[src/rtl/fp_pkg.sv]
// Shared constants and stage payload types for the mantissa add/normalise stage.
// No ports; imported by the interface, the top and the leading-zero counter.
package fp_pkg;

  localparam int unsigned EXP_W  = 8;
  localparam int unsigned FRAC_W = 23;
  // hidden bit + fraction + guard/round/sticky
  localparam int unsigned GM_W   = FRAC_W + 4;
  // Wide enough to hold a count of 0..27
  localparam int unsigned LZC_W  = 5;

  localparam logic [EXP_W-1:0] EXP_MAX = 8'hFF;

  // Result of the add/subtract stage; sum carries one extra bit for the carry-out
  typedef struct packed {
    logic [GM_W:0]    sum;
    logic [EXP_W-1:0] e;
    logic             sign;
    logic             zero;
  } add_res_t;

  // Add result plus its leading-zero count, as consumed by the normaliser
  typedef struct packed {
    add_res_t         add;
    logic [LZC_W-1:0] lz;
  } lzc_res_t;

endpackage

[src/rtl/fp_mant_add_norm_if.sv]
// Handshake and data bundle for fp_mant_add_norm.
// Input side : in_valid/in_ready, e_in, sign_1, sign_2, m_1, m_2.
// Output side: out_valid/out_ready, sign_out, e_out, m_out, is_zero, overflow.
// master = the environment (aligner upstream, rounder downstream); slave = the block.
interface fp_mant_add_norm_if;
  import fp_pkg::*;

  logic             in_valid;
  logic             in_ready;
  logic [EXP_W-1:0] e_in;
  logic             sign_1;
  logic             sign_2;
  logic [GM_W-1:0]  m_1;
  logic [GM_W-1:0]  m_2;

  logic             out_valid;
  logic             out_ready;
  logic             sign_out;
  logic [EXP_W-1:0] e_out;
  logic [GM_W-1:0]  m_out;
  logic             is_zero;
  logic             overflow;

  modport master (
    output in_valid, e_in, sign_1, sign_2, m_1, m_2, out_ready,
    input  in_ready, out_valid, sign_out, e_out, m_out, is_zero, overflow
  );

  modport slave (
    input  in_valid, e_in, sign_1, sign_2, m_1, m_2, out_ready,
    output in_ready, out_valid, sign_out, e_out, m_out, is_zero, overflow
  );

endinterface

[src/rtl/lzc27.sv]
// Combinational leading-zero counter over a 27-bit word.
// Ports: din (27-bit word), count (0..27; 27 means din is all zero).
module lzc27
  import fp_pkg::*;
(
  input  logic [GM_W-1:0]  din,
  output logic [LZC_W-1:0] count
);

  // Scan upward so the highest set bit writes last and wins
  always_comb begin
    count = LZC_W'(GM_W);
    for (int i = 0; i < GM_W; i++) begin
      if (din[i]) count = LZC_W'(GM_W - 1 - i);
    end
  end

endmodule

[src/rtl/fp_mant_add_norm.sv]
// Floating-point mantissa add/subtract and normalise stage, between aligner and rounder.
// Ports: clk, rst (synchronous, active-high), bus (fp_mant_add_norm_if.slave).
// S1 performs the effective add/subtract on magnitudes; S2 normalises with an LZC and shift
// and drives the outputs. Latency 2 with no stall.
// Optional macro FP_MANT_ADD_NORM_LZC_REG_EN: registers the LZC result ahead of the shifter,
// giving latency 3 with the same handshake behaviour.
module fp_mant_add_norm
  import fp_pkg::*;
(
  input logic               clk,
  input logic               rst,
  fp_mant_add_norm_if.slave bus
);

  // ---------------------------------------------------------------- S1: add / subtract
  add_res_t s1_d, s1_q;
  logic     s1_valid_q;
  logic     s1_adv;
  logic     s1_take;  // stage after S1 accepts its item this cycle

  always_comb begin
    s1_d      = '0;
    s1_d.e    = bus.e_in;
    s1_d.sign = bus.sign_1;
    if (!(bus.sign_1 ^ bus.sign_2)) begin
      s1_d.sum = {1'b0, bus.m_1} + {1'b0, bus.m_2};
    end else if (bus.m_1 >= bus.m_2) begin
      s1_d.sum = {1'b0, bus.m_1 - bus.m_2};
    end else begin
      // Equal exponents give no ordering guarantee; operand 2 dominates here
      s1_d.sum  = {1'b0, bus.m_2 - bus.m_1};
      s1_d.sign = bus.sign_2;
    end
    s1_d.zero = (s1_d.sum == '0);
    // Exact cancellation yields +0 under round-to-nearest
    if (s1_d.zero) s1_d.sign = 1'b0;
  end

  assign s1_adv      = !s1_valid_q || s1_take;
  assign bus.in_ready = s1_adv;

  always_ff @(posedge clk) begin
    if (rst) begin
      s1_valid_q <= 1'b0;
      s1_q       <= '0;
    end else if (s1_adv) begin
      s1_valid_q <= bus.in_valid;
      if (bus.in_valid) s1_q <= s1_d;
    end
  end

  // ---------------------------------------------------------------- leading-zero count
  logic [LZC_W-1:0] s1_lz;

  lzc27 u_lzc (
    .din   (s1_q.sum[GM_W-1:0]),
    .count (s1_lz)
  );

  lzc_res_t norm_in;
  logic     norm_valid;
  logic     out_valid_q;
  logic     s2_adv;

  assign s2_adv = !out_valid_q || bus.out_ready;

`ifdef FP_MANT_ADD_NORM_LZC_REG_EN
  lzc_res_t lz_q;
  logic     lz_valid_q;
  logic     lz_adv;

  assign lz_adv  = !lz_valid_q || s2_adv;
  assign s1_take = lz_adv;

  always_ff @(posedge clk) begin
    if (rst) begin
      lz_valid_q <= 1'b0;
      lz_q       <= '0;
    end else if (lz_adv) begin
      lz_valid_q <= s1_valid_q;
      if (s1_valid_q) lz_q <= '{add: s1_q, lz: s1_lz};
    end
  end

  assign norm_in    = lz_q;
  assign norm_valid = lz_valid_q;
`else
  assign s1_take    = s2_adv;
  assign norm_in    = '{add: s1_q, lz: s1_lz};
  assign norm_valid = s1_valid_q;
`endif

  // ---------------------------------------------------------------- S2: normalise
  logic [EXP_W:0]   e_inc;
  logic [EXP_W-1:0] e_m1;
  logic [LZC_W-1:0] shamt;
  logic [GM_W-1:0]  m_sh;
  logic             n_sign;
  logic [EXP_W-1:0] n_e;
  logic [GM_W-1:0]  n_m;
  logic             n_zero;
  logic             n_ovf;

  always_comb begin
    e_inc  = {1'b0, norm_in.add.e} + 1'b1;
    e_m1   = norm_in.add.e - 1'b1;
    shamt  = '0;
    m_sh   = '0;
    n_sign = norm_in.add.sign;
    n_e    = '0;
    n_m    = '0;
    n_zero = 1'b0;
    n_ovf  = 1'b0;
    if (norm_in.add.zero) begin
      n_zero = 1'b1;
      n_sign = 1'b0;
    end else if (norm_in.add.sum[GM_W]) begin
      // Carry-out: shift right one, folding the dropped bit into sticky
      if (e_inc >= {1'b0, EXP_MAX}) begin
        n_ovf = 1'b1;
        n_e   = EXP_MAX;
      end else begin
        n_e = e_inc[EXP_W-1:0];
        n_m = {norm_in.add.sum[GM_W:2], norm_in.add.sum[1] | norm_in.add.sum[0]};
      end
    end else begin
      // Left shift limited so the exponent never drops below 1
      if (norm_in.add.e != '0) begin
        shamt = (EXP_W'(norm_in.lz) < e_m1) ? norm_in.lz : e_m1[LZC_W-1:0];
      end
      m_sh = norm_in.add.sum[GM_W-1:0] << shamt;
      n_m  = m_sh;
      n_e  = m_sh[GM_W-1] ? (norm_in.add.e - EXP_W'(shamt)) : '0;
    end
  end

  logic             sign_q;
  logic [EXP_W-1:0] e_q;
  logic [GM_W-1:0]  m_q;
  logic             zero_q;
  logic             ovf_q;

  always_ff @(posedge clk) begin
    if (rst) begin
      out_valid_q <= 1'b0;
      sign_q      <= 1'b0;
      e_q         <= '0;
      m_q         <= '0;
      zero_q      <= 1'b0;
      ovf_q       <= 1'b0;
    end else if (s2_adv) begin
      out_valid_q <= norm_valid;
      if (norm_valid) begin
        sign_q <= n_sign;
        e_q    <= n_e;
        m_q    <= n_m;
        zero_q <= n_zero;
        ovf_q  <= n_ovf;
      end
    end
  end

  assign bus.out_valid = out_valid_q;
  assign bus.sign_out  = sign_q;
  assign bus.e_out     = e_q;
  assign bus.m_out     = m_q;
  assign bus.is_zero   = zero_q;
  assign bus.overflow  = ovf_q;

endmodule

[src/flat_wrapper.sv]
// flat-port wrapper written by rule: the top's interface ports become plain ports
module fp_mant_add_norm_flat import fp_pkg::*;
  (clk, rst, bus_in_valid, bus_e_in, bus_sign_1, bus_sign_2, bus_m_1, bus_m_2, bus_out_ready, bus_in_ready, bus_out_valid, bus_sign_out, bus_e_out, bus_m_out, bus_is_zero, bus_overflow);
  fp_mant_add_norm_if bus_i ();
  input logic clk;
  input logic rst;
  input wire logic [$bits(bus_i.in_valid)-1:0] bus_in_valid;
  input wire logic [$bits(bus_i.e_in)-1:0] bus_e_in;
  input wire logic [$bits(bus_i.sign_1)-1:0] bus_sign_1;
  input wire logic [$bits(bus_i.sign_2)-1:0] bus_sign_2;
  input wire logic [$bits(bus_i.m_1)-1:0] bus_m_1;
  input wire logic [$bits(bus_i.m_2)-1:0] bus_m_2;
  input wire logic [$bits(bus_i.out_ready)-1:0] bus_out_ready;
  output wire logic [$bits(bus_i.in_ready)-1:0] bus_in_ready;
  output wire logic [$bits(bus_i.out_valid)-1:0] bus_out_valid;
  output wire logic [$bits(bus_i.sign_out)-1:0] bus_sign_out;
  output wire logic [$bits(bus_i.e_out)-1:0] bus_e_out;
  output wire logic [$bits(bus_i.m_out)-1:0] bus_m_out;
  output wire logic [$bits(bus_i.is_zero)-1:0] bus_is_zero;
  output wire logic [$bits(bus_i.overflow)-1:0] bus_overflow;
  assign bus_i.in_valid = bus_in_valid;
  assign bus_i.e_in = bus_e_in;
  assign bus_i.sign_1 = bus_sign_1;
  assign bus_i.sign_2 = bus_sign_2;
  assign bus_i.m_1 = bus_m_1;
  assign bus_i.m_2 = bus_m_2;
  assign bus_i.out_ready = bus_out_ready;
  assign bus_in_ready = bus_i.in_ready;
  assign bus_out_valid = bus_i.out_valid;
  assign bus_sign_out = bus_i.sign_out;
  assign bus_e_out = bus_i.e_out;
  assign bus_m_out = bus_i.m_out;
  assign bus_is_zero = bus_i.is_zero;
  assign bus_overflow = bus_i.overflow;
  fp_mant_add_norm u_core (.clk(clk), .rst(rst), .bus(bus_i));
endmodule
[config.mk]
export PLATFORM = sky130hd
export DESIGN_NAME = fp_mant_add_norm_flat
export DESIGN_NICKNAME = d
export VERILOG_FILES = /design/src/rtl/fp_pkg.sv /design/src/rtl/fp_mant_add_norm_if.sv /design/src/rtl/lzc27.sv /design/src/rtl/fp_mant_add_norm.sv /design/src/flat_wrapper.sv
export SDC_FILE = /design/constraint.sdc
export NUM_CORES = 1
export LEC_CHECK = 0
export CAP_MARGIN = 10
export CORE_UTILIZATION = 60
export DETAILED_ROUTE_END_ITERATION = 6
export HOLD_SLACK_MARGIN = 0.12
export PLACE_DENSITY = 0.84
export SLEW_MARGIN = 20
export SYNTH_ARGS = -nofsm -noshare
export SYNTH_HDL_FRONTEND = slang
export SYNTH_SLANG_ARGS = --single-unit
[constraint.sdc]
create_clock -name clk -period 10.1 [get_ports clk]
set_input_delay 2.02 -clock clk [delete_from_list [all_inputs] [get_ports clk]]
set_output_delay 2.02 -clock clk [all_outputs]
set_load 0.02 [all_outputs]
# ---- Yosys cells after proc, flatten, opt, wreduce, memory -nomap -nowiden
# Cells that the tools add are included.
dict set report totals {
  wordCells 79
  out_inout_bits 40
  ff_bits 78
}
dict set report classes {
  magnitude_cmp 3
  muxes 48
  bitwise 2
  n_addsub 6
  n_shift 1
  reduce_logical 8
}
# cell n
set ops {}
lappend ops {{two-way mux 5 bit} 30}
lappend ops {{two-way mux 27 bit} 4}
lappend ops {{subtractor 27 bit} 2}
lappend ops {{two-way mux 8 bit} 4}
lappend ops {{adder 27 x 27 -> 28 bit} 1}
lappend ops {{zero test 28 bit} 1}
lappend ops {{two-way mux 28 bit} 1}
lappend ops {{>= comparator 27 bit} 1}
lappend ops {{<< shifter 27 x 5 -> 27 bit} 1}
lappend ops {{adder 8 x 1 -> 9 bit (second input constant)} 1}
lappend ops {{>= comparator 9 x 8 -> 1 bit (second input constant)} 1}
lappend ops {{two-way mux 1 bit} 9}
lappend ops {{less-than comparator 5 x 8 -> 1 bit} 1}
lappend ops {{nonzero test 8 bit} 1}
lappend ops {{subtractor 8 x 1 -> 8 bit (second input constant)} 1}
lappend ops {{subtractor 8 x 5 -> 8 bit} 1}
lappend ops {{AND reduction 2 bit} 2}
lappend ops {{zero test 1 bit} 2}
lappend ops {{logical OR 1 bit} 2}
lappend ops {{bitwise OR 1 bit} 1}
lappend ops {{bitwise XOR 1 bit} 1}

# ---- Longest topological paths before layout
dict set report logic_depth {
  word_depth 36
  depth_mapped 25
}

# ---- Hierarchy
# A second synthesis with hierarchy kept.
dict set report unflattened {
  hier_cells 1314
  hier_area_um2 9360.2
}
# module cells_per_inst instances area_each_um2 seq_area_each_um2
set by_module_without_submodules {}
lappend by_module_without_submodules {fp_mant_add_norm 1263 1 9082.5 1561.5}
lappend by_module_without_submodules {lzc27 51 1 277.8 0.0}

# ---- Worst setup path after synthesis
# OpenSTA, ideal clock, no wires.
dict set report synth_timing {
  path_type {input-to-reg}
  startpoint {in bus_m_2[4]}
  endpoint {reg u_core.s1_q (netlist bit u_core.norm_in[6])}
  setup_time_ns 0.117
  t_required_ns 9.983
  path_slack_ns 4.815
  arrival_time_ns 5.167
  path_stages 15
  path_cell_list {inv_1 -> ha_1 -> clkbuf_1 -> or2_2 -> a2111oi_0 -> nor4_1 -> o41ai_1 -> a22oi_1 -> mux2i_1 -> xnor2_1 -> o2111ai_1 -> nor4_1 -> nand4_1 -> nand4bb_1 -> a32o_1}
}
dict set report synth_via {
  elab_chain_cells 5
}
# item line_no
set synth_rtl {}
lappend synth_rtl {{from (decl)} flat_wrapper.sv:12} ;# input wire logic [$bits(bus_i.m_2)-1:0] bus_m_2;
lappend synth_rtl {{subtractor 27 bit (tied with other cells)} fp_mant_add_norm.sv:31} ;# s1_d.sum = {1'b0, bus.m_2 - bus.m_1};
lappend synth_rtl {{two-way mux 27 bit} fp_mant_add_norm.sv:27} ;# end else if (bus.m_1 >= bus.m_2) begin
lappend synth_rtl {{two-way mux 28 bit} fp_mant_add_norm.sv:25} ;# if (!(bus.sign_1 ^ bus.sign_2)) begin
lappend synth_rtl {{zero test 28 bit} fp_mant_add_norm.sv:34} ;# s1_d.zero = (s1_d.sum == '0);
lappend synth_rtl {{two-way mux 1 bit *} fp_mant_add_norm.sv:36} ;# if (s1_d.zero) s1_d.sign = 1'b0;
lappend synth_rtl {{to (signal assigned)} fp_mant_add_norm.sv:45} ;# s1_q <= '0;
lappend synth_rtl {{to (signal assigned)} fp_mant_add_norm.sv:48} ;# if (bus.in_valid) s1_q <= s1_d;
lappend synth_rtl {{to (decl)} fp_mant_add_norm.sv:16} ;# add_res_t s1_d, s1_q;
# Every way passes the cells marked *; elsewhere a longest branch is shown, timed or not.
# A chain may end at the register's enable or synchronous reset.

# ---- Worst setup path after layout
dict set report layout_timing {
  startpoint {in bus_m_2[10]}
  endpoint {reg u_core.s1_q (netlist bit u_core.norm_in[6])}
}
# Same word-level chain as after synthesis.

==> metrics.txt <==
CP Cell Sequence clkdlybuf4s50_1 -> inv_1 -> ha_1 -> a21oi_1 -> o21ai_1 -> a41oi_1 -> nand3_1 -> o21ai_2 -> nor2_1 -> a2111oi_1 -> o221ai_1 -> nor4_1 -> nand4_1 -> nand4bb_1 -> a32o_1; cell area after placement about 11000 sq um; CP delay by family, top compound AO/OA/AOI/OAI gates; Design Area, Final 11400 sq um; Slew HR 0.227; combinational fraction of design power 0.577; Post-CTS Setup Inserts 0; clock sinks 78; top cell type's share of synthesized area 0.156; Root Buffer clkbuf_16; grt total ovfl 0; f_max 141 MHz; Period minus WS final approximately 7 ns; Antenna Nets Post-Route 0; full die area 17200 sq um; Seq/Total Area, Yosys 0.156; Worst setup startpoint bus_m_2[10]; Worst VDD drop between 0.1 and 0.15 mV; Most Crowded Layer GR met2; status completed; final period utilization 0.704; io pins 108; Final Hold Fails 0; nets@finish 1615; 1st-pass router iterations 6; switching power 0.800 mW; Async S/R FF share, synth 0; Syn Nets 1575; unrepaired setup endpoints after global routing no; commonest cells in the netlist 147 x nor2_1, 127 x a21oi_1, 123 x nand2_1, 97 x inv_1, 94 x ha_1; final WL 34100 microns; cell count after placement about 1700; Layout area overhead 13.7%; Diodes inserted 0; synth warn 0; largest net degree at the start of global routing 53; Synth Flop Type dfxtp_1; internal power 0.924 mW; Worst R2R Path Depth 22; grt met3 use 0.0613; Vias around 11000; drt initial violations 1175; met1 usage 0.465; Slew @ Worst Pin roughly 1.2 ns; vias in the first global route 10800; Starting Density 0.622; Setup-failing EPs final 0; H-tree depth 3; drt drc 0; Buf/Inv on CP 2; clock power share 0.195; die width 131 microns; Layout Utilization 0.708; Synth cell types 86; instance count on the critical path 15; clock-pin slew on the worst setup and hold paths 0.07 ns; clock skew ~0.011 ns; clock latency on the worst-skew pair about 0.35 ns; global-route wire length before repair 54900 microns; crit path to u_core.norm_in[6]; Port-buffer cells 107; crit path DAT 7.36 ns; Detail Placement HPWL between 20000 and 30000 microns; hold buffer count at CTS 0; Area contributors post-synth dfxtp_1 16%, ha_1 12%, mux2i_1 7.2%; startpoint types input pin; initial antenna violation count 0; met2 Usage GRT 0.665; count leader, synth nor2_1; # fillers 1396; CP max stage cell a2111oi_1; RR Startpoint u_core.norm_in[17]; Hold Crit Class reg2reg; Max FO, Critical Path 15; switch share 0.464; Num CTS Buffers 9; Clock Tree Buf Depth 2; max cap viols 0; max incr delay on CP about 0.95 ns; largest area contributor in the netlist dfxtp_1; PwrDens 151 nW/um^2; GRT Overall Usage 0.389; P_leak 4.75 nW; critical path class in2reg; worst r2r dst u_core.bus.e_out[7]; flops & latches, synth 78; Syn Inst Count 1409; Setup TNS 0 ns; Worst setup EP type flop; Placer Congestion 1.01; post-CTS sizing 0; Wirelength per Cell 20.4 microns; Die Y 131 microns; r2r setup slk 4.56 ns; max-slew violations 0; fraction of layout cells with a size suffix above 1 0.0447; share of total power in sequential cells 0.228; Avg Cell Area, Syn 7.12 sq um; area of the core 16100 sq um; Vias per Instance 6.82; standard-cell rows 46; Synth Cell Area 10000 sq um; EDFF count, synth 0; fin cells 1670; CTS tree done; CP required 10.35 ns
kinds of logic after synthesis:
logic type,count (synthesis),share of synthesized area
compound gates,455,0.306
xor+xnor,27,0.0236
fa+ha+maj,98,0.125
buf+inv,192,0.0767
flops,78,0.156
mux,81,0.0820
simple gates,478,0.231
layout by cell type, fill, tap and decap left out, types with 16 or more instances in the layout:
| cell | synthesis | layout |
|---|---|---|
| a21oi_1 | 127 | 126 |
| o21ai_0 | 79 | 79 |
| nand2_1 | 123 | 123 |
| xnor2_1 | 17 | 16 |
| nor4_1 | 18 | 18 |
| nor3_1 | 34 | 34 |
| o21bai_1 | 16 | 16 |
| a211oi_1 | 29 | 29 |
| dfxtp_1 | 78 | 78 |
| mux2i_1 | 72 | 72 |
| nand3_1 | 27 | 27 |
| ha_1 | 94 | 94 |
| nand2b_1 | 24 | 24 |
| inv_1 | 97 | 97 |
| nand4_1 | 24 | 24 |
| clkdlybuf4s50_1 | 0 | 106 |
| a22oi_1 | 18 | 18 |
| nor2_1 | 147 | 147 |
| a21o_1 | 17 | 17 |
power by group through the flow:
| stage | Combinational, mW | Sequential (mW) | Clock [mW] |
|---|---|---|---|
| finish | 0.996 | 0.393 | 0.336 |
| CTS | 0.967 | 0.390 | 0.336 |
| floorplan | 0.697 | 0.389 | 0 |
| detailed placement | 0.959 | 0.396 | 0 |
| global placement | 0.948 | 0.395 | 0 |
| global route | 1.07 | 0.396 | 0.350 |
flip-flops by register name, summed over array words and instances (netlist names):
name	cells
u_core.bus.e_out	8
u_core.bus.is_zero	1
u_core.bus.m_out	27
u_core.bus.out_valid	1
u_core.bus.overflow	1
u_core.bus.sign_out	1
u_core.norm_in	38
u_core.norm_valid	1
tightest hold or removal path: stages (launching register included):
cell     delay [ns]
dfxtp_1        0.31
nand2_1        0.05
o21ai_1        0.05
worst min-delay path by stage:
| stage | start | end | slack (ns) | cells after the start |
|---|---|---|---|---|
| after floorplan | u_core.norm_in[6] | u_core.norm_in[6] | 0.46 | 1 |
| after CTS | u_core.bus.m_out[23] | u_core.bus.m_out[23] | 0.45 | 2 |
| after global routing | u_core.bus.m_out[20] | u_core.bus.m_out[20] | 0.46 | 2 |
| after detailed placement | u_core.bus.m_out[23] | u_core.bus.m_out[23] | 0.44 | 2 |
| after global placement | u_core.bus.m_out[22] | u_core.bus.m_out[22] | 0.44 | 2 |
| final | u_core.bus.m_out[23] | u_core.bus.m_out[23] | 0.45 | 2 |
per-layer routing:
| layer | vias up | part of all wire |
|---|---|---|
| li1 | 5241 | - |
| met2 | 699 | 0.47 |
| met5 | - | 0 |
| met1 | 5286 | 0.38 |
| met4 | 0 | 0.053 |
| met3 | 163 | 0.088 |
layout make-up:
type                       count  area (sq um)  area share
multi-input combinational   1139          7730       0.677
sequential                    78          1560       0.137
tap                          216           270      0.0237
timing repair buffer         120          1160       0.102
inverter                     101           379      0.0332
clock buffer                   9           225      0.0197
clock inverter                 7          80.1     0.00702
metrics by stage:
stage	hold slack, ns	worst slack (ns)	total power [mW]
after floorplan	0.461	4.82	1.09
after global placement	0.439	2.55	1.34
after detailed placement	0.441	2.88	1.35
after CTS	0.450	3.24	1.69
after global routing	0.463	2.74	1.82
final	0.448	2.99	1.72
(Power assumes the default switching activity.)
